<file path="config.mk">
export PLATFORM = sky130hd
export DESIGN_NAME = video_pattern_timing_flat
export DESIGN_NICKNAME = d
export VERILOG_FILES = /design/src/rtl/video_pattern_timing_if.sv /design/src/rtl/video_pattern_timing.sv /design/src/flat_wrapper.sv
export SDC_FILE = /design/constraint.sdc
export NUM_CORES = 1
export LEC_CHECK = 0
export BUFFER_PORTS_ARGS = -buffer_cell sky130_fd_sc_hd__buf_2
export CORE_ASPECT_RATIO = 2
export CORE_UTILIZATION = 50
export DETAILED_ROUTE_END_ITERATION = 16
export PLACE_DENSITY = 0.73
export SLEW_MARGIN = 30
export SYNTH_ARGS = -nofsm -noshare
export SYNTH_HDL_FRONTEND = slang
export SYNTH_SLANG_ARGS = --single-unit
</file>
<file path="constraint.sdc">
create_clock -name pix_clk -period 4.5 [get_ports pix_clk]
set_clock_uncertainty 0.2 [all_clocks]
set_input_delay 0.225 -clock pix_clk [delete_from_list [all_inputs] [get_ports pix_clk]]
set_output_delay 0.225 -clock pix_clk [all_outputs]
set_load 0.01 [all_outputs]
</file>
<file path="src/rtl/video_pattern_timing_if.sv">
// Video output bundle from the raster/pattern generator to the HDMI transmitter pins.
//   de, hsync, vsync, rgb[23:0], x[XW-1:0], y[YW-1:0], frame_start
//   master: the generator drives everything; slave: the transmitter side samples it.
interface video_pattern_timing_if #(
  parameter int unsigned XW = 11,
  parameter int unsigned YW = 10
);
  logic          de;
  logic          hsync;
  logic          vsync;
  logic [23:0]   rgb;
  logic [XW-1:0] x;
  logic [YW-1:0] y;
  logic          frame_start;

  modport master (output de, output hsync, output vsync, output rgb,
                  output x, output y, output frame_start);
  modport slave  (input de, input hsync, input vsync, input rgb,
                  input x, input y, input frame_start);
endinterface

</file>
<file path="src/rtl/video_pattern_timing.sv">
// Parametrised raster timing and test-pattern generator (solid, colour bars,
// checker, gradient) for the ADV7513 HDMI path. All outputs are registered once
// and mutually aligned: each output cycle reflects the counters of the previous cycle.
// Ports:
//   pix_clk    pixel clock
//   reset      synchronous active-high reset
//   mode       pattern select (0 solid, 1 bars, 2 checker, 3 gradient), latched at (0,0)
//   solid_rgb  mode-0 colour {R,G,B}, latched at (0,0)
//   vid        video_pattern_timing_if master: de/hsync/vsync/rgb/x/y/frame_start
// Optional macro TPG_BORDER_EN: forces FFFFFF on the outer ring of active pixels.
module video_pattern_timing #(
  parameter int unsigned H_ACTIVE   = 1280,
  parameter int unsigned H_FP       = 110,
  parameter int unsigned H_SYNC     = 40,
  parameter int unsigned H_BP       = 220,
  parameter int unsigned V_ACTIVE   = 720,
  parameter int unsigned V_FP       = 5,
  parameter int unsigned V_SYNC     = 5,
  parameter int unsigned V_BP       = 20,
  parameter bit          HS_POL     = 1'b1,
  parameter bit          VS_POL     = 1'b1,
  parameter int unsigned CHECK_LOG2 = 4
) (
  input  logic                   pix_clk,
  input  logic                   reset,
  input  logic [1:0]             mode,
  input  logic [23:0]            solid_rgb,
  video_pattern_timing_if.master vid
);

  localparam int unsigned H_TOTAL = H_ACTIVE + H_FP + H_SYNC + H_BP;
  localparam int unsigned V_TOTAL = V_ACTIVE + V_FP + V_SYNC + V_BP;
  localparam int unsigned XW      = $clog2(H_TOTAL);
  localparam int unsigned YW      = $clog2(V_TOTAL);
  localparam int unsigned BW      = H_ACTIVE / 8;
  localparam int unsigned HS_LO   = H_ACTIVE + H_FP;
  localparam int unsigned HS_HI   = H_ACTIVE + H_FP + H_SYNC;
  localparam int unsigned VS_LO   = V_ACTIVE + V_FP;
  localparam int unsigned VS_HI   = V_ACTIVE + V_FP + V_SYNC;

  logic [XW-1:0] h_cnt_q, h_cnt_d;
  logic [YW-1:0] v_cnt_q, v_cnt_d;
  logic [1:0]    mode_q, mode_d;
  logic [23:0]   rgb_q, rgb_d;

  logic          de_q, de_d;
  logic          hsync_q, hsync_d;
  logic          vsync_q, vsync_d;
  logic [23:0]   pix_q, pix_d;
  logic [XW-1:0] x_q, x_d;
  logic [YW-1:0] y_q, y_d;
  logic          fs_q, fs_d;

  logic [31:0]   h32, v32;
  logic          origin, h_last, v_last;
  logic          h_act, v_act;
  logic [2:0]    bar_idx;
  logic          chk_bit;
  logic [7:0]    grad;
  logic [23:0]   pat;

  // Counters, frame-latched pattern registers and next output values.
  always_comb begin
    h32     = 32'(h_cnt_q);
    v32     = 32'(v_cnt_q);
    origin  = (h_cnt_q == '0) && (v_cnt_q == '0);
    h_last  = (h32 == H_TOTAL - 1);
    v_last  = (v32 == V_TOTAL - 1);

    h_cnt_d = h_last ? '0 : h_cnt_q + XW'(1);
    v_cnt_d = v_cnt_q;
    if (h_last) begin
      v_cnt_d = v_last ? '0 : v_cnt_q + YW'(1);
    end

    // At (0,0) the fresh inputs are used directly so the first pixel of the
    // frame already shows the newly selected pattern.
    mode_d  = origin ? mode      : mode_q;
    rgb_d   = origin ? solid_rgb : rgb_q;

    h_act   = (h32 < H_ACTIVE);
    v_act   = (v32 < V_ACTIVE);

    // Bar index from a comparator chain against constant bar edges; columns
    // past 8*BW fall into bar 7 because the chain stops at k=7.
    bar_idx = '0;
    for (int unsigned k = 1; k < 8; k++) begin
      if (h32 >= k * BW) begin
        bar_idx = 3'(k);
      end
    end

    chk_bit = (((h32 >> CHECK_LOG2) ^ (v32 >> CHECK_LOG2)) & 32'd1) != 32'd0;
    grad    = h32[7:0];

    case (mode_d)
      2'd0: pat = rgb_d;
      2'd1: begin
        case (bar_idx)
          3'd0:    pat = 24'hFFFFFF;
          3'd1:    pat = 24'hFFFF00;
          3'd2:    pat = 24'h00FFFF;
          3'd3:    pat = 24'h00FF00;
          3'd4:    pat = 24'hFF00FF;
          3'd5:    pat = 24'hFF0000;
          3'd6:    pat = 24'h0000FF;
          default: pat = 24'h000000;
        endcase
      end
      2'd2:    pat = chk_bit ? 24'hFFFFFF : 24'h000000;
      default: pat = {grad, grad, grad};
    endcase

`ifdef TPG_BORDER_EN
    if ((h32 == 0) || (h32 == H_ACTIVE - 1) || (v32 == 0) || (v32 == V_ACTIVE - 1)) begin
      pat = 24'hFFFFFF;
    end
`endif

    de_d    = h_act && v_act;
    hsync_d = ((h32 >= HS_LO) && (h32 < HS_HI)) ? HS_POL : ~HS_POL;
    vsync_d = ((v32 >= VS_LO) && (v32 < VS_HI)) ? VS_POL : ~VS_POL;
    pix_d   = de_d ? pat : 24'h000000;
    x_d     = h_cnt_q;
    y_d     = v_cnt_q;
    fs_d    = origin;
  end

  // State and output registers.
  always_ff @(posedge pix_clk) begin
    if (reset) begin
      h_cnt_q <= '0;
      v_cnt_q <= '0;
      mode_q  <= '0;
      rgb_q   <= '0;
      de_q    <= 1'b0;
      hsync_q <= ~HS_POL;
      vsync_q <= ~VS_POL;
      pix_q   <= '0;
      x_q     <= '0;
      y_q     <= '0;
      fs_q    <= 1'b0;
    end else begin
      h_cnt_q <= h_cnt_d;
      v_cnt_q <= v_cnt_d;
      mode_q  <= mode_d;
      rgb_q   <= rgb_d;
      de_q    <= de_d;
      hsync_q <= hsync_d;
      vsync_q <= vsync_d;
      pix_q   <= pix_d;
      x_q     <= x_d;
      y_q     <= y_d;
      fs_q    <= fs_d;
    end
  end

  assign vid.de          = de_q;
  assign vid.hsync       = hsync_q;
  assign vid.vsync       = vsync_q;
  assign vid.rgb         = pix_q;
  assign vid.x           = x_q;
  assign vid.y           = y_q;
  assign vid.frame_start = fs_q;

endmodule
</file>
<file path="src/flat_wrapper.sv">
// flat-port wrapper written by rule: the top's interface ports become plain ports
module video_pattern_timing_flat 
#(
  parameter int unsigned H_ACTIVE   = 1280,
  parameter int unsigned H_FP       = 110,
  parameter int unsigned H_SYNC     = 40,
  parameter int unsigned H_BP       = 220,
  parameter int unsigned V_ACTIVE   = 720,
  parameter int unsigned V_FP       = 5,
  parameter int unsigned V_SYNC     = 5,
  parameter int unsigned V_BP       = 20,
  parameter bit          HS_POL     = 1'b1,
  parameter bit          VS_POL     = 1'b1,
  parameter int unsigned CHECK_LOG2 = 4
)
  (pix_clk, reset, mode, solid_rgb, vid_de, vid_hsync, vid_vsync, vid_rgb, vid_x, vid_y, vid_frame_start);
  video_pattern_timing_if vid_i ();
  input  logic pix_clk;
  input  logic reset;
  input  logic [1:0] mode;
  input  logic [23:0] solid_rgb;
  output wire logic [$bits(vid_i.de)-1:0] vid_de;
  output wire logic [$bits(vid_i.hsync)-1:0] vid_hsync;
  output wire logic [$bits(vid_i.vsync)-1:0] vid_vsync;
  output wire logic [$bits(vid_i.rgb)-1:0] vid_rgb;
  output wire logic [$bits(vid_i.x)-1:0] vid_x;
  output wire logic [$bits(vid_i.y)-1:0] vid_y;
  output wire logic [$bits(vid_i.frame_start)-1:0] vid_frame_start;
  assign vid_de = vid_i.de;
  assign vid_hsync = vid_i.hsync;
  assign vid_vsync = vid_i.vsync;
  assign vid_rgb = vid_i.rgb;
  assign vid_x = vid_i.x;
  assign vid_y = vid_i.y;
  assign vid_frame_start = vid_i.frame_start;
  video_pattern_timing #(.H_ACTIVE(H_ACTIVE), .H_FP(H_FP), .H_SYNC(H_SYNC), .H_BP(H_BP), .V_ACTIVE(V_ACTIVE), .V_FP(V_FP), .V_SYNC(V_SYNC), .V_BP(V_BP), .HS_POL(HS_POL), .VS_POL(VS_POL), .CHECK_LOG2(CHECK_LOG2)) u_core (.pix_clk(pix_clk), .reset(reset), .mode(mode), .solid_rgb(solid_rgb), .vid(vid_i));
endmodule
</file>
Word-level counts from Yosys, hierarchy flattened
Cells that the tools add are included.
{"block": "classes", "addsub": 2, "mul": 0, "div_mod_pow": 0, "magnitude_cmp": 13, "n_eq_ne": 10, "shifts": 0, "mux": 15, "bitwise": 2, "n_reduce_logical": 10}
{"op": "$pmux W24 S7", "count": 1}
{"op": "$pmux W24 S3", "count": 1}
{"op": "$mux W24", "count": 2}
{"op": "$ge A11 B10 Y1 const B", "count": 3}
{"op": "$ge A11 B11 Y1 const B", "count": 2}
{"op": "$ge A11 B9 Y1 const B", "count": 2}
{"op": "$lt A11 B11 Y1 const B", "count": 2}
{"op": "$lt A10 B10 Y1 const B", "count": 2}
{"op": "$mux W3", "count": 6}
{"op": "$add A11 B1 Y11 const B", "count": 1}
{"op": "$eq A11 B11 Y1 const B", "count": 1}
{"op": "$ge A11 B8 Y1 const B", "count": 1}
{"op": "$logic_not A11 Y1", "count": 1}
{"op": "$add A10 B1 Y10 const B", "count": 1}
{"op": "$eq A10 B10 Y1 const B", "count": 1}
{"op": "$ge A10 B10 Y1 const B", "count": 1}
{"op": "$logic_not A10 Y1", "count": 1}
{"op": "$mux W10", "count": 1}
{"op": "$eq A3 B3 Y1 const B", "count": 3}
{"op": "$eq A3 B2 Y1 const B", "count": 2}
{"op": "$logic_and A1 B1 Y1", "count": 4}
{"op": "$reduce_or A2 Y1", "count": 2}
{"op": "$eq A3 B1 Y1 const B", "count": 1}
{"op": "$logic_not A3 Y1", "count": 1}
{"op": "other kinds (7)", "count": 9}
{"block": "word_totals", "ff_bits": 96, "latchBits": 0, "ram_bits": 0, "rom_bits": 0, "in_bits": 28, "out_inout_bits": 49, "word_cells": 63, "mem_count": 0}

Longest topological paths before layout
Gate-level depths: netlist of the first run.
{"block": "depth", "depth_word": 11, "ltp_mapped": 10, "depth_no_buf": 7}

Worst setup path before layout of the first run
OpenSTA, ideal clock, no wires.
{"block": "synth_path", "path_type": "flip-flop to flip-flop", "from": "register u_core.v_cnt_q[0]", "to": "register u_core.pix_q[8] (netlist: u_core.vid.rgb[8])", "setup_ns": 0.074, "arrival_time_ns": 1.854, "path_slack_ns": 2.372, "stages_incl_launch_ff": 9, "n_path_buf": 1, "path_cell_list": "dfxtp_1 > inv_1 > ha_1 > nor4b_2 > and3_1 > buf_6 > a21boi_0 > a2bb2o_1 > a31oi_1"}
{"block": "synth_via", "elab_chain_len": 5, "word_cells_on_any_way": 12, "classes_between": "1 x order compare; 2 x eq/ne; 3 x mux; 1 x bitwise; 5 x reduce/logical"}
{"item": "start: declaration", "line_no": "video_pattern_timing.sv:42", "rtl": "logic [YW-1:0] v_cnt_q, v_cnt_d;"}
{"item": "start signal: assignment", "line_no": "video_pattern_timing.sv:145", "rtl": "v_cnt_q <= v_cnt_d;"}
{"item": "branches (longest 5 deep; another with $lt A10 B10 Y1)"}
{"item": "end signal: assignment", "line_no": "video_pattern_timing.sv:151", "rtl": "pix_q <= pix_d;"}
{"item": "end: declaration", "line_no": "video_pattern_timing.sv:49", "rtl": "logic [23:0] pix_q, pix_d;"}
Several ways; the timed one is not identified.
A chain may end at the register's enable or synchronous reset.

Worst setup path in the final report of the first run
{"block": "layout_path", "from": "register u_core.v_cnt_q[1]", "to": "register u_core.pix_q[17] (netlist: u_core.vid.rgb[17])"}
Same word-level chain as after synthesis.

==> report_table.html, run 1 <==
<table>
<tr><th>Metric</th><th>Value</th></tr>
<tr><th colspan="2">Worst hold path</th></tr>
<tr><td>Worst min-delay path class</td><td>input port to register</td></tr>
<tr><td>Number of cells on the worst hold path</td><td>3</td></tr>
<tr><th colspan="2">Die</th></tr>
<tr><td>Count of pins on the block boundary</td><td>77</td></tr>
<tr><td>Height of the die</td><td>130 um</td></tr>
<tr><td>Num rows</td><td>46</td></tr>
<tr><td>Initial core utilization</td><td>51.9%</td></tr>
<tr><td>Floorplan die width</td><td>66.2 um</td></tr>
<tr><td>Total die area</td><td>8630 sq um</td></tr>
<tr><td>Area of the core region</td><td>7940 sq um</td></tr>
<tr><th colspan="2">Final layout</th></tr>
<tr><td># fillers</td><td>679</td></tr>
<tr><td>Antenna diodes</td><td>0</td></tr>
<tr><td>Post-synthesis to final-layout area growth</td><td>21.7%</td></tr>
<tr><td>Post-route design area</td><td>5020 sq um</td></tr>
<tr><td>Number of nets in the finished design</td><td>584</td></tr>
<tr><td>Share of final-layout standard cells stronger than drive strength 1</td><td>19.7%</td></tr>
<tr><th colspan="2">Critical path</th></tr>
<tr><td>Critical path arrival</td><td>2610 ps</td></tr>
<tr><td>Highest-delay cell along the critical path</td><td>sky130_fd_sc_hd__a31oi_1</td></tr>
<tr><td>Required time of the critical path</td><td>4490 ps</td></tr>
<tr><td>Worst-path maximum fanout</td><td>10</td></tr>
<tr><td>Number of cell instances on the worst register-to-register path</td><td>7</td></tr>
<tr><td>Worst Setup End Kind</td><td>register</td></tr>
<tr><td>Cell chain of the critical path</td><td>inv_1 &gt; ha_1 &gt; nor4b_2 &gt; and3_1 &gt; nand2_1 &gt; a31oi_1 &gt; a41oi_1</td></tr>
<tr><td>Type of the worst setup path</td><td>register to register</td></tr>
<tr><td>Crit-path max cell delay</td><td>500 ps</td></tr>
<tr><td>Startpoint Class</td><td>register</td></tr>
<tr><th colspan="2">Clocking</th></tr>
<tr><td>Number of clock sinks seen by CTS</td><td>96</td></tr>
<tr><td>H-Tree Level Count</td><td>3</td></tr>
<tr><td>Clock latency of the later-clocked register in the worst-skew pair</td><td>340 ps</td></tr>
<tr><td>Number of CTS-inserted buffers</td><td>9</td></tr>
<tr><td>CTS tree</td><td>done</td></tr>
<tr><td># resized after CTS</td><td>0</td></tr>
<tr><td>Register clock-pin slew on the reported worst setup and hold paths</td><td>60 ps</td></tr>
<tr><td>Root Driver</td><td>sky130_fd_sc_hd__clkbuf_16</td></tr>
<tr><td>Maximum clock insertion buffer count</td><td>2</td></tr>
<tr><th colspan="2">GRT</th></tr>
<tr><td>Vias in the first global route</td><td>3512</td></tr>
<tr><td>Total gr overflow</td><td>0</td></tr>
<tr><td>Global router's overall resource usage</td><td>25.7%</td></tr>
<tr><td>Wire length of the first global-routing pass</td><td>16600 um</td></tr>
<tr><td>Antenna violations before repair</td><td>0</td></tr>
<tr><td>Largest net degree at the start of global routing</td><td>54</td></tr>
<tr><th colspan="2">Place</th></tr>
<tr><td>Dpl cell area</td><td>4470 sq um</td></tr>
<tr><td>Final weighted congestion in routability-driven placement</td><td>0.884</td></tr>
<tr><td>Setup WS pre-CTS</td><td>1920 ps</td></tr>
<tr><td>Number of port buffers</td><td>76</td></tr>
<tr><td>DP HPWL</td><td>7490 um</td></tr>
<tr><th colspan="2">STA</th></tr>
<tr><td>Final Hold Vio Count</td><td>0</td></tr>
<tr><td>Setup violation total in the final timing report</td><td>0</td></tr>
<tr><td>Normalized max-slew margin</td><td>43.9%</td></tr>
<tr><td>Final critical-path share of the clock period</td><td>58.4%</td></tr>
<tr><td>Min Clock Period, post-route</td><td>2630 ps</td></tr>
<tr><td>FMAX</td><td>0.381 GHz</td></tr>
<tr><td>Final-layout setup total negative slack</td><td>0 ps</td></tr>
<tr><td>RSZ-0062 raised after global routing</td><td>no</td></tr>
<tr><td>Actual transition at the worst max-transition pin</td><td>841 ps</td></tr>
<tr><td>Final Worst Setup Slack</td><td>1870 ps</td></tr>
<tr><td>Max-slew violation count</td><td>0</td></tr>
<tr><th colspan="2">Power</th></tr>
<tr><td>Static leakage</td><td>2.01 nW</td></tr>
<tr><td>Total design power</td><td>1.92 mW</td></tr>
<tr><td>Largest vdd supply drop</td><td>0.209 mV</td></tr>
<tr><td>PwrDens</td><td>383 nW/um^2</td></tr>
<tr><th colspan="2">Route</th></tr>
<tr><td>Via/cell ratio</td><td>5.68</td></tr>
<tr><td>Total wire length after detailed routing</td><td>10700 um</td></tr>
<tr><td>Number of detailed-routing iterations run before antenna repair</td><td>4</td></tr>
<tr><td>Vias post-DR</td><td>3690</td></tr>
<tr><td>Number of violations reported at the end of detailed-routing iteration 0</td><td>325</td></tr>
<tr><td>Post-DRT Antenna Nets</td><td>0</td></tr>
<tr><td>Final routed wire length divided by cell count</td><td>16.4 um</td></tr>
<tr><td>Remaining design rule violation count</td><td>0</td></tr>
<tr><th colspan="2">Yosys</th></tr>
<tr><td>Avg Cell Area, Syn</td><td>8.80 sq um</td></tr>
<tr><td>Number of standard cells after synthesis</td><td>468</td></tr>
<tr><td>Share of the yosys chip area belonging to registers</td><td>46.6%</td></tr>
<tr><td>Post-Syn Area</td><td>4120 sq um</td></tr>
<tr><td>Top_reg_cell synth</td><td>sky130_fd_sc_hd__dfxtp_1</td></tr>
<tr><td>Flip-flop and latch count after synthesis</td><td>96</td></tr>
<tr><td>Number of warnings printed during yosys synthesis</td><td>0</td></tr>
<tr><td>Number of enable flip-flop cells after synthesis</td><td>0</td></tr>
<tr><td>Syn Nets</td><td>503</td></tr>
<tr><td>Post-synth top area share</td><td>46.6%</td></tr>
<tr><td>Most repeated cell in the gate-level netlist after synthesis</td><td>sky130_fd_sc_hd__dfxtp_1</td></tr>
<tr><td>Number of library cell types mapped by synthesis</td><td>57</td></tr>
<tr><td>Post-synthesis async set-or-reset flop share</td><td>0%</td></tr>
<tr><td>Cell type contributing the most total cell area after synthesis</td><td>sky130_fd_sc_hd__dfxtp_1</td></tr>
<tr><td>Post-synth top cells</td><td>sky130_fd_sc_hd__dfxtp_1 (96), sky130_fd_sc_hd__nand2_1 (64), sky130_fd_sc_hd__nand3_1 (42)</td></tr>
<tr><td>Main area contributors after synthesis</td><td>sky130_fd_sc_hd__dfxtp_1 (47%), sky130_fd_sc_hd__nand2_1 (5.8%), sky130_fd_sc_hd__nand3_1 (5.1%), sky130_fd_sc_hd__a21oi_1 (4.0%), sky130_fd_sc_hd__nor2_1 (3.0%)</td></tr>
<tr><th colspan="2">Status</th></tr>
<tr><td>Run status</td><td>finished clean</td></tr>
<tr><th colspan="2">Run</th></tr>
<tr><td># Max-Cap Violations</td><td>0</td></tr>
</table>
worst paths after layout:
path / startpoint / endpoint / slack [ps]
min: solid_rgb[10] / u_core.rgb_q[10] / 20
min reg2reg: u_core.rgb_q[3] / u_core.rgb_q[3] / 260
max: u_core.v_cnt_q[1] / u_core.vid.rgb[17] / 1870
max reg2reg: u_core.v_cnt_q[1] / u_core.vid.rgb[17] / 1870
sequential cells by signal, summed over array words and instances, names as in the netlist:
name	cells
u_core.vid.de	1
u_core.v_cnt_q	10
u_core.mode_q	2
u_core.vid.rgb	24
u_core.h_cnt_q	11
u_core.vid.vsync	1
u_core.vid.hsync	1
u_core.vid.x	11
u_core.rgb_q	24
u_core.vid.frame_start	1
u_core.vid.y	10
worst max-delay path: cells and delay by family, from the launching register on:
| family | cells | cell delay, ps |
|---|---|---|
| flip-flops | 1 | 340 |
| AND/OR/NAND/NOR | 3 | 900 |
| AO/OA/AOI/OAI | 2 | 710 |
| buffers and inverters | 1 | 140 |
| adder cells (fa/ha/maj) | 1 | 160 |
layout make-up:
cell class	count	area, sq um	area share (%)
clock inverters	5	57.6	1.15
clock buffers	11	233	4.64
repair buffers	105	663	13.2
inverters	9	33.8	0.673
well taps	96	120	2.39
flip-flops and latches	96	1920	38.3
multi-input cells	328	1990	39.6
logic make-up after synthesis:
group | count (synthesis) | synth area share [%]
fa+ha+maj | 7 | 2.13
compound gates | 98 | 16.6
simple gates | 205 | 25.5
xor+xnor | 16 | 3.40
mux | 2 | 0.577
buf+inv | 44 | 5.19
flops | 96 | 46.6
layout by cell type, fill, tap and decap left out, types with 12 or more instances in the layout:
master and n:
sky130_fd_sc_hd__nor2b_1 16, sky130_fd_sc_hd__a41oi_1 12, sky130_fd_sc_hd__buf_2 75, sky130_fd_sc_hd__dfxtp_1 96, sky130_fd_sc_hd__nand3_1 42, sky130_fd_sc_hd__a21oi_1 33, sky130_fd_sc_hd__a31oi_1 15, sky130_fd_sc_hd__nand2_1 64
sky130_fd_sc_hd__nor2_1 32, sky130_fd_sc_hd__dlygate4sd3_1 25
power breakdown:
group	leakage (nW)	switching [mW]	internal, mW
clock	0.132	0.307	0.430
sequential	0.784	0.0236	0.902
combinational	1.10	0.153	0.105
timing repair:
item	4_1_cts	5_1_grt
setup buffers	0	0
hold endpoints to repair	31	0
hold buffers	25	0
stage by stage:
step | utilization [%] | hold WS [ps] | instances
CTS | 63.1 | 1.38 | 650
detailed placement | 56.3 | 245 | 609
floorplan | - | 165 | 468
global route | 63.2 | 7.48 | 650
global placement | 56.3 | 238 | 609
finish | 63.2 | 22.3 | 650
routing by layer:
metal / wire (um) / vias to the layer above / share of wire [%] / global-route usage, %
li1: - / 1809 / - / -
met4: 515 / 0 / 4.8 / 16.4
met3: 471 / 32 / 4.4 / 4.86
met5: 0 / - / 0 / 0
met2: 5640 / 125 / 53 / 46.3
met1: 4030 / 1724 / 38 / 26.4
No activity file was read; power rests on OpenSTA's default activity.
==> inputs of run 2 (changes only) <==
--- a/config.mk
+++ b/config.mk
@@ -5,6 +5,7 @@
 export SDC_FILE = /design/constraint.sdc
 export NUM_CORES = 1
 export LEC_CHECK = 0
+export ABC_AREA = 1
 export BUFFER_PORTS_ARGS = -buffer_cell sky130_fd_sc_hd__buf_2
 export CORE_ASPECT_RATIO = 2
 export CORE_UTILIZATION = 50
==> constraint.sdc (replaced) <==
create_clock -name pix_clk -period 2.53 [get_ports pix_clk]
set_clock_uncertainty 0.2 [all_clocks]
set_input_delay 0.1265 -clock pix_clk [delete_from_list [all_inputs] [get_ports pix_clk]]
set_output_delay 0.1265 -clock pix_clk [all_outputs]
set_load 0.01 [all_outputs]
==> report_table.html, run 2 <==
<table>
<tr><th>Metric</th><th>Value</th></tr>
<tr><th colspan="2">GRT</th></tr>
<tr><td>Antenna violations before repair</td><td>0</td></tr>
<tr><td>Total gr overflow</td><td>0</td></tr>
<tr><td>Vias in the first global route</td><td>4114</td></tr>
<tr><td>Wire length of the first global-routing pass</td><td>18900 um</td></tr>
<tr><td>Largest net degree at the start of global routing</td><td>33</td></tr>
<tr><td>Global router's overall resource usage</td><td>28.8%</td></tr>
<tr><th colspan="2">Place</th></tr>
<tr><td>DP HPWL</td><td>8790 um</td></tr>
<tr><td>Number of port buffers</td><td>76</td></tr>
<tr><td>Final weighted congestion in routability-driven placement</td><td>0.930</td></tr>
<tr><th colspan="2">Final layout</th></tr>
<tr><td>Antenna diodes</td><td>0</td></tr>
<tr><td>Commonest cells after routing, fill and taps aside</td><td>sky130_fd_sc_hd__nand2_1 (121), sky130_fd_sc_hd__dfxtp_1 (96), sky130_fd_sc_hd__nor2_1 (83)</td></tr>
<tr><td>Number of nets in the finished design</td><td>706</td></tr>
<tr><td># fillers</td><td>722</td></tr>
<tr><td>Post-synthesis to final-layout area growth</td><td>24.7%</td></tr>
<tr><td>Share of final-layout standard cells stronger than drive strength 1</td><td>19.8%</td></tr>
<tr><td>Most common library cell in the layout ignoring fill and taps</td><td>sky130_fd_sc_hd__nand2_1</td></tr>
<tr><th colspan="2">Route</th></tr>
<tr><td>Final routed wire length divided by cell count</td><td>15.7 um</td></tr>
<tr><td>Total wire length after detailed routing</td><td>12200 um</td></tr>
<tr><td>Vias post-DR</td><td>4192</td></tr>
<tr><td>Via/cell ratio</td><td>5.42</td></tr>
<tr><td>Number of detailed-routing iterations run before antenna repair</td><td>5</td></tr>
<tr><td>Remaining design rule violation count</td><td>0</td></tr>
<tr><td>Post-DRT Antenna Nets</td><td>0</td></tr>
<tr><td>Number of violations reported at the end of detailed-routing iteration 0</td><td>352</td></tr>
<tr><th colspan="2">Power</th></tr>
<tr><td>Share of total power in the clock network</td><td>39.9%</td></tr>
<tr><td>Net switching power</td><td>1.08 mW</td></tr>
<tr><td>Largest vdd supply drop</td><td>0.455 mV</td></tr>
<tr><td>Net switching fraction of the power</td><td>27.6%</td></tr>
<tr><td>Total design power</td><td>3.91 mW</td></tr>
<tr><td>Proportion of power drawn by flip-flops and latches</td><td>42.3%</td></tr>
<tr><td>PwrDens</td><td>741 nW/um^2</td></tr>
<tr><td>Relative contribution of combinational cells to total power</td><td>17.8%</td></tr>
<tr><td>Static leakage</td><td>2.68 nW</td></tr>
<tr><td>Cell internal power dissipation</td><td>2.83 mW</td></tr>
<tr><th colspan="2">Worst hold path</th></tr>
<tr><td>Launch instance of the worst min-delay path</td><td>reset</td></tr>
<tr><td>Worst min-delay path class</td><td>input port to register</td></tr>
<tr><th colspan="2">Yosys</th></tr>
<tr><td>Post-Syn Area</td><td>4240 sq um</td></tr>
<tr><td>Post-synth top area share</td><td>45.3%</td></tr>
<tr><td>Cell type contributing the most total cell area after synthesis</td><td>sky130_fd_sc_hd__dfxtp_1</td></tr>
<tr><td>Post-synth top cells</td><td>sky130_fd_sc_hd__nand2_1 (121), sky130_fd_sc_hd__dfxtp_1 (96), sky130_fd_sc_hd__nor2_1 (83)</td></tr>
<tr><td>Number of warnings printed during yosys synthesis</td><td>0</td></tr>
<tr><td>Number of enable flip-flop cells after synthesis</td><td>0</td></tr>
<tr><td>Number of library cell types mapped by synthesis</td><td>35</td></tr>
<tr><td>Syn Nets</td><td>607</td></tr>
<tr><td>Number of standard cells after synthesis</td><td>572</td></tr>
<tr><td>Avg Cell Area, Syn</td><td>7.41 sq um</td></tr>
<tr><td>Main area contributors after synthesis</td><td>sky130_fd_sc_hd__dfxtp_1 (45%), sky130_fd_sc_hd__nand2_1 (11%), sky130_fd_sc_hd__nor2_1 (7.4%), sky130_fd_sc_hd__nand3_1 (7.0%), sky130_fd_sc_hd__inv_1 (5.2%)</td></tr>
<tr><td>Flip-flop and latch count after synthesis</td><td>96</td></tr>
<tr><td>Share of the yosys chip area belonging to registers</td><td>45.3%</td></tr>
<tr><td>Post-synthesis async set-or-reset flop share</td><td>0%</td></tr>
<tr><td>Most repeated cell in the gate-level netlist after synthesis</td><td>sky130_fd_sc_hd__nand2_1</td></tr>
<tr><td>Top_reg_cell synth</td><td>sky130_fd_sc_hd__dfxtp_1</td></tr>
<tr><th colspan="2">Status</th></tr>
<tr><td>Run status</td><td>finished clean</td></tr>
<tr><th colspan="2">Critical path</th></tr>
<tr><td>Type of the worst setup path</td><td>register to register</td></tr>
<tr><td>Required time of the critical path</td><td>2610 ps</td></tr>
<tr><td>Highest-delay cell along the critical path</td><td>sky130_fd_sc_hd__dfxtp_1</td></tr>
<tr><td>Most prevalent standard cell on the critical path</td><td>sky130_fd_sc_hd__nand2_1</td></tr>
<tr><td>Crit-path max cell delay</td><td>330 ps</td></tr>
<tr><td>Origin of the critical flop-to-flop path</td><td>u_core.h_cnt_q[1]</td></tr>
<tr><td>Startpoint Class</td><td>register</td></tr>
<tr><td>Critical path arrival</td><td>2470 ps</td></tr>
<tr><td>Worst Setup End Kind</td><td>register</td></tr>
<tr><td>Worst-path maximum fanout</td><td>24</td></tr>
<tr><td>Crit path from</td><td>u_core.h_cnt_q[1]</td></tr>
<tr><td>Cell chain of the critical path</td><td>inv_1 &gt; ha_1 &gt; nand2_1 &gt; inv_1 &gt; nand2_1 &gt; nor2_4 &gt; nand3_4 &gt; inv_2 &gt; nand2_1 &gt; nand2_1 &gt; nand3_1 &gt; nand3_1 &gt; nor2_1 &gt; nor2_1</td></tr>
<tr><th colspan="2">Die</th></tr>
<tr><td>Initial core utilization</td><td>51.5%</td></tr>
<tr><td>Height of the die</td><td>132 um</td></tr>
<tr><td>Floorplan die width</td><td>67.1 um</td></tr>
<tr><td>Num rows</td><td>47</td></tr>
<tr><td>Total die area</td><td>8870 sq um</td></tr>
<tr><td>Area of the core region</td><td>8230 sq um</td></tr>
<tr><td>Count of pins on the block boundary</td><td>77</td></tr>
<tr><th colspan="2">Clocking</th></tr>
<tr><td>Register clock-pin slew on the reported worst setup and hold paths</td><td>70 ps</td></tr>
<tr><td>Root Driver</td><td>sky130_fd_sc_hd__clkbuf_16</td></tr>
<tr><td>Number of CTS-inserted buffers</td><td>9</td></tr>
<tr><td>Clock latency of the later-clocked register in the worst-skew pair</td><td>350 ps</td></tr>
<tr><td>Number of clock sinks seen by CTS</td><td>96</td></tr>
<tr><td>Maximum clock insertion buffer count</td><td>2</td></tr>
<tr><td>H-Tree Level Count</td><td>3</td></tr>
<tr><td>CTS tree</td><td>done</td></tr>
<tr><th colspan="2">STA</th></tr>
<tr><td>RSZ-0062 raised after global routing</td><td>no</td></tr>
<tr><td>FMAX</td><td>0.418 GHz</td></tr>
<tr><td>Final critical-path share of the clock period</td><td>94.6%</td></tr>
<tr><td>Min Clock Period, post-route</td><td>2390 ps</td></tr>
<tr><td>Final Hold Vio Count</td><td>0</td></tr>
<tr><td>Setup violation total in the final timing report</td><td>0</td></tr>
<tr><td>Normalized max-slew margin</td><td>52.9%</td></tr>
<tr><td>Final-layout setup total negative slack</td><td>0 ps</td></tr>
<tr><td>Max-slew violation count</td><td>0</td></tr>
<tr><td>Actual transition at the worst max-transition pin</td><td>702 ps</td></tr>
<tr><th colspan="2">Run</th></tr>
<tr><td># Max-Cap Violations</td><td>0</td></tr>
</table>
## run 2: changes by cell type after synthesis, moves of 8 or more
cell,before,now
sky130_fd_sc_hd__nand4_1,8,18
sky130_fd_sc_hd__nor2b_1,16,0
sky130_fd_sc_hd__nor2_1,33,83
sky130_fd_sc_hd__a41oi_1,12,0
sky130_fd_sc_hd__nand2_1,64,121
sky130_fd_sc_hd__inv_1,9,59
sky130_fd_sc_hd__xnor2_1,8,0
sky130_fd_sc_hd__nand3_1,42,59
sky130_fd_sc_hd__a31oi_1,15,1
## run 2: cells by family (layout without fill, tap and decap cells)
group	count (synthesis)	in the layout	synth area share, %
AOI/OAI and AO/OA	58	58	7.23
xor gates and xnor gates	2	2	0.413
adders and majority gates	7	7	2.07
buffers and inverters	88	192	8.89
DFF	96	96	45.3
and+or+nand+nor	321	321	36.0
## run 2: final timing paths
| kind | cells past startpoint | slack (ps) | end |
|---|---|---|---|
| min | 2 | 10 | u_core.vid.x[2] |
| max | 14 | 140 | u_core.vid.rgb[9] |
| max reg2reg | 14 | 140 | u_core.vid.rgb[9] |
| min reg2reg | 2 | 270 | u_core.rgb_q[20] |
## run 2: cell type report
class | count | area (sq um) | share of cell area [%]
clock buffer | 9 | 225 | 4.26
clock inverter | 7 | 118 | 2.23
inverter | 67 | 254 | 4.81
multi-input combinational | 388 | 1950 | 37.0
sequential | 96 | 1920 | 36.4
tap | 98 | 123 | 2.32
timing repair buffer | 109 | 688 | 13.0
## run 2: worst max-delay path: cells and delay by family, from the launching register on
family        cells  cell delay (ps)
simple gates     10             1080
buf+inv           3              500
flops             1              330
fa+ha+maj         1              210
## run 2: repair_timing
item | CTS | global route
endpoints found under the hold margin | 24 | 0
setup endpoints to repair | 0 | 6
hold buffers | 24 | 0
setup buffers | 0 | 0
gates resized for setup | 0 | 2
## run 2: metal layers
layer	vias to the layer above	wire length, um	track usage (%)	share of wire [%]
met5	-	0	0	0
met4	0	1010	24.2	8.3
met3	58	570	5.80	4.7
met2	169	6530	51.2	54
met1	1933	4060	25.9	33
li1	2032	-	-	-
## run 2: per-stage QoR
step	area, sq um	util [%]	std cells	setup slack, ps	hold slack (ps)
after global placement	4690	56.9	734	228	199
after floorplan	4240	-	572	486	91.4
after detailed placement	4690	56.9	734	143	208
final	5280	64.2	774	138	14.2
after CTS	5270	64.0	774	134	18.9
after global routing	5280	64.2	774	10.9	33.0
## run 2: power by group through the flow
stage / sequential (mW) / combinational, mW / clock (mW)
6_report: 1.66 / 0.696 / 1.56
3_5_place_dp: 1.69 / 0.650 / 0
2_1_floorplan: 1.72 / 0.405 / 0
4_1_cts: 1.66 / 0.681 / 1.58
3_3_place_gp: 1.69 / 0.639 / 0
5_1_grt: 1.67 / 0.764 / 1.64
==> inputs of run 3 (changes only) <==
--- a/config.mk
+++ b/config.mk
@@ -8,9 +8,8 @@
 export ABC_AREA = 1
 export BUFFER_PORTS_ARGS = -buffer_cell sky130_fd_sc_hd__buf_2
 export CORE_ASPECT_RATIO = 2
-export CORE_UTILIZATION = 50
+export CORE_UTILIZATION = 35
 export DETAILED_ROUTE_END_ITERATION = 16
-export PLACE_DENSITY = 0.73
 export SLEW_MARGIN = 30
 export SYNTH_ARGS = -nofsm -noshare
 export SYNTH_HDL_FRONTEND = slang
==> report_table.html, run 3 (same netlist as run 2, synthesis figures left out) <==
<table>
<tr><th>Metric</th><th>Value</th></tr>
<tr><th colspan="2">Die</th></tr>
<tr><td>Area of the core region</td><td>11800 sq um</td></tr>
<tr><td>Initial core utilization</td><td>36.0%</td></tr>
<tr><td>Height of the die</td><td>158 um</td></tr>
<tr><td>Floorplan die width</td><td>79.8 um</td></tr>
<tr><td>Total die area</td><td>12600 sq um</td></tr>
<tr><td>Count of pins on the block boundary</td><td>77</td></tr>
<tr><td>Num rows</td><td>56</td></tr>
<tr><th colspan="2">Final layout</th></tr>
<tr><td># fillers</td><td>1229</td></tr>
<tr><td>Commonest cells after routing, fill and taps aside</td><td>sky130_fd_sc_hd__nand2_1 (121), sky130_fd_sc_hd__dfxtp_1 (96), sky130_fd_sc_hd__nor2_1 (83)</td></tr>
<tr><td>Share of final-layout standard cells stronger than drive strength 1</td><td>19.9%</td></tr>
<tr><td>Post-synthesis to final-layout area growth</td><td>26.2%</td></tr>
<tr><td>Post-route core utilization</td><td>45.4%</td></tr>
<tr><td>Most common library cell in the layout ignoring fill and taps</td><td>sky130_fd_sc_hd__nand2_1</td></tr>
<tr><td>Antenna diodes</td><td>0</td></tr>
<tr><td>Number of nets in the finished design</td><td>709</td></tr>
<tr><th colspan="2">STA</th></tr>
<tr><td>Setup violation total in the final timing report</td><td>0</td></tr>
<tr><td>Min Clock Period, post-route</td><td>2250 ps</td></tr>
<tr><td>Actual transition at the worst max-transition pin</td><td>617 ps</td></tr>
<tr><td>Final Hold Vio Count</td><td>0</td></tr>
<tr><td>RSZ-0062 raised after global routing</td><td>no</td></tr>
<tr><td>Max-slew violation count</td><td>0</td></tr>
<tr><td>Normalized max-slew margin</td><td>58.6%</td></tr>
<tr><td>Final critical-path share of the clock period</td><td>89.1%</td></tr>
<tr><td>FMAX</td><td>0.444 GHz</td></tr>
<tr><td>Final-layout setup total negative slack</td><td>0 ps</td></tr>
<tr><th colspan="2">Critical path</th></tr>
<tr><td>Type of the worst setup path</td><td>register to register</td></tr>
<tr><td>Capturing point of the worst reg2reg path</td><td>u_core.vid.rgb[9]</td></tr>
<tr><td>CP bufs+invs</td><td>3</td></tr>
<tr><td>Number of cell instances on the worst register-to-register path</td><td>14</td></tr>
<tr><td>Origin of the critical flop-to-flop path</td><td>u_core.h_cnt_q[1]</td></tr>
<tr><td>Largest delay contributor family on the critical path</td><td>simple AND/OR/NAND/NOR gates</td></tr>
<tr><td>Worst-path maximum fanout</td><td>25</td></tr>
<tr><td>Cell chain of the critical path</td><td>inv_1 &gt; ha_1 &gt; nand2_1 &gt; inv_1 &gt; nand2_1 &gt; nor2_4 &gt; nand3_4 &gt; nand2_2 &gt; nand2_2 &gt; inv_2 &gt; nand3_1 &gt; nand3_1 &gt; nor2_1 &gt; nor2_1</td></tr>
<tr><td>Setup slack of the worst register-to-register path</td><td>280 ps</td></tr>
<tr><td>Crit-path max cell delay</td><td>340 ps</td></tr>
<tr><td>Highest-delay cell along the critical path</td><td>sky130_fd_sc_hd__dfxtp_1</td></tr>
<tr><td>Required time of the critical path</td><td>2610 ps</td></tr>
<tr><td>Critical path arrival</td><td>2330 ps</td></tr>
<tr><td>Startpoint Class</td><td>register</td></tr>
<tr><td>Worst Setup End Kind</td><td>register</td></tr>
<tr><th colspan="2">Clocking</th></tr>
<tr><td># resized after CTS</td><td>0</td></tr>
<tr><td>Root Driver</td><td>sky130_fd_sc_hd__clkbuf_16</td></tr>
<tr><td>Register clock-pin slew on the reported worst setup and hold paths</td><td>70 ps</td></tr>
<tr><td>Clock latency of the later-clocked register in the worst-skew pair</td><td>340 ps</td></tr>
<tr><td>Number of clock sinks seen by CTS</td><td>96</td></tr>
<tr><td>Number of CTS-inserted buffers</td><td>9</td></tr>
<tr><td># hold bufs at CTS</td><td>24</td></tr>
<tr><td>Maximum clock insertion buffer count</td><td>2</td></tr>
<tr><td>H-Tree Level Count</td><td>3</td></tr>
<tr><td>CTS tree</td><td>done</td></tr>
<tr><td>Post CTS Setup Buffer Count</td><td>0</td></tr>
<tr><th colspan="2">Power</th></tr>
<tr><td>Static leakage</td><td>2.69 nW</td></tr>
<tr><td>Largest vdd supply drop</td><td>0.324 mV</td></tr>
<tr><td>PwrDens</td><td>717 nW/um^2</td></tr>
<tr><th colspan="2">Worst hold path</th></tr>
<tr><td>Launch instance of the worst min-delay path</td><td>reset</td></tr>
<tr><td>End point of the most critical hold path</td><td>u_core.vid.x[7]</td></tr>
<tr><td>Number of cells on the worst hold path</td><td>2</td></tr>
<tr><td>Worst min-delay path class</td><td>input port to register</td></tr>
<tr><th colspan="2">Route</th></tr>
<tr><td>Number of violations reported at the end of detailed-routing iteration 0</td><td>236</td></tr>
<tr><td>Remaining design rule violation count</td><td>0</td></tr>
<tr><td>Post-DRT Antenna Nets</td><td>0</td></tr>
<tr><td>Via/cell ratio</td><td>4.81</td></tr>
<tr><td>Number of detailed-routing iterations run before antenna repair</td><td>6</td></tr>
<tr><td>Total wire length after detailed routing</td><td>12000 um</td></tr>
<tr><td>Final routed wire length divided by cell count</td><td>14.6 um</td></tr>
<tr><td>Vias post-DR</td><td>3966</td></tr>
<tr><th colspan="2">GRT</th></tr>
<tr><td>Largest net degree at the start of global routing</td><td>29</td></tr>
<tr><td>Global router's overall resource usage</td><td>20.2%</td></tr>
<tr><td>Wire length of the first global-routing pass</td><td>18800 um</td></tr>
<tr><td>Antenna violations before repair</td><td>0</td></tr>
<tr><td>Total gr overflow</td><td>0</td></tr>
<tr><td>Vias in the first global route</td><td>3927</td></tr>
<tr><th colspan="2">Run</th></tr>
<tr><td># Max-Cap Violations</td><td>0</td></tr>
<tr><th colspan="2">Place</th></tr>
<tr><td>Number of port buffers</td><td>76</td></tr>
<tr><td>DP HPWL</td><td>9270 um</td></tr>
<tr><td>Final weighted congestion in routability-driven placement</td><td>0.893</td></tr>
<tr><th colspan="2">Status</th></tr>
<tr><td>Run status</td><td>finished clean</td></tr>
</table>
## run 3: per-layer routing
layer | up-vias | global-route usage (%) | share of wire [%]
li1 | 2031 | - | -
met1 | 1792 | 18.3 | 34
met2 | 109 | 40.2 | 57
met3 | 34 | 3.00 | 3.1
met4 | 0 | 12.1 | 5.3
met5 | - | 0 | 0
## run 3: worst register-to-register path: cells and delay by family (launching register included)
kind | cells | cell delay, ps
AND/OR/NAND/NOR | 10 | 1040
adder cells (fa/ha/maj) | 1 | 180
buffers and inverters | 3 | 460
flip-flops | 1 | 340
## run 3: area by class of cell
cell class / count / area (sq um) / share of cell area, %
multi-input cells: 388 / 1940 / 36.3
well taps: 145 / 181 / 3.39
clock buffers: 11 / 243 / 4.54
repair buffers: 112 / 723 / 13.5
clock inverters: 5 / 86.3 / 1.61
inverters: 67 / 254 / 4.75
flip-flops and latches: 96 / 1920 / 35.9
## run 3: stage by stage
step / hold slack [ps] / worst slack (ps) / cell area, sq um / instances / total power, mW
finish: 51.9 / 277 / 5350 / 824 / 3.84
floorplan: 91.4 / 486 / 4240 / 572 / 2.13
CTS: 52.8 / 266 / 5350 / 824 / 3.88
global route: 70.8 / 76.8 / 5350 / 824 / 4.02
global placement: 203 / 302 / 4780 / 784 / 2.35
detailed placement: 207 / 272 / 4780 / 784 / 2.37
## run 3: worst max-delay path by stage
stage,to,cells after the start,startpoint,slack [ps]
after floorplan,u_core.vid.rgb[21],15,u_core.v_cnt_q[0],490
after global placement,u_core.vid.rgb[10],14,u_core.v_cnt_q[0],300
after detailed placement,u_core.vid.rgb[9],14,u_core.h_cnt_q[1],270
after CTS,u_core.vid.rgb[12],14,u_core.h_cnt_q[1],270
after global routing,u_core.vid.rgb[21],13,u_core.h_cnt_q[1],80
final,u_core.vid.rgb[9],14,u_core.h_cnt_q[1],280
## run 3: where the power goes
| part | internal (mW) | switching (mW) | total [mW] |
|---|---|---|---|
| clock | 0.902 | 0.579 | 1.48 |
| combinational | 0.252 | 0.450 | 0.702 |
| sequential | 1.62 | 0.0306 | 1.65 |
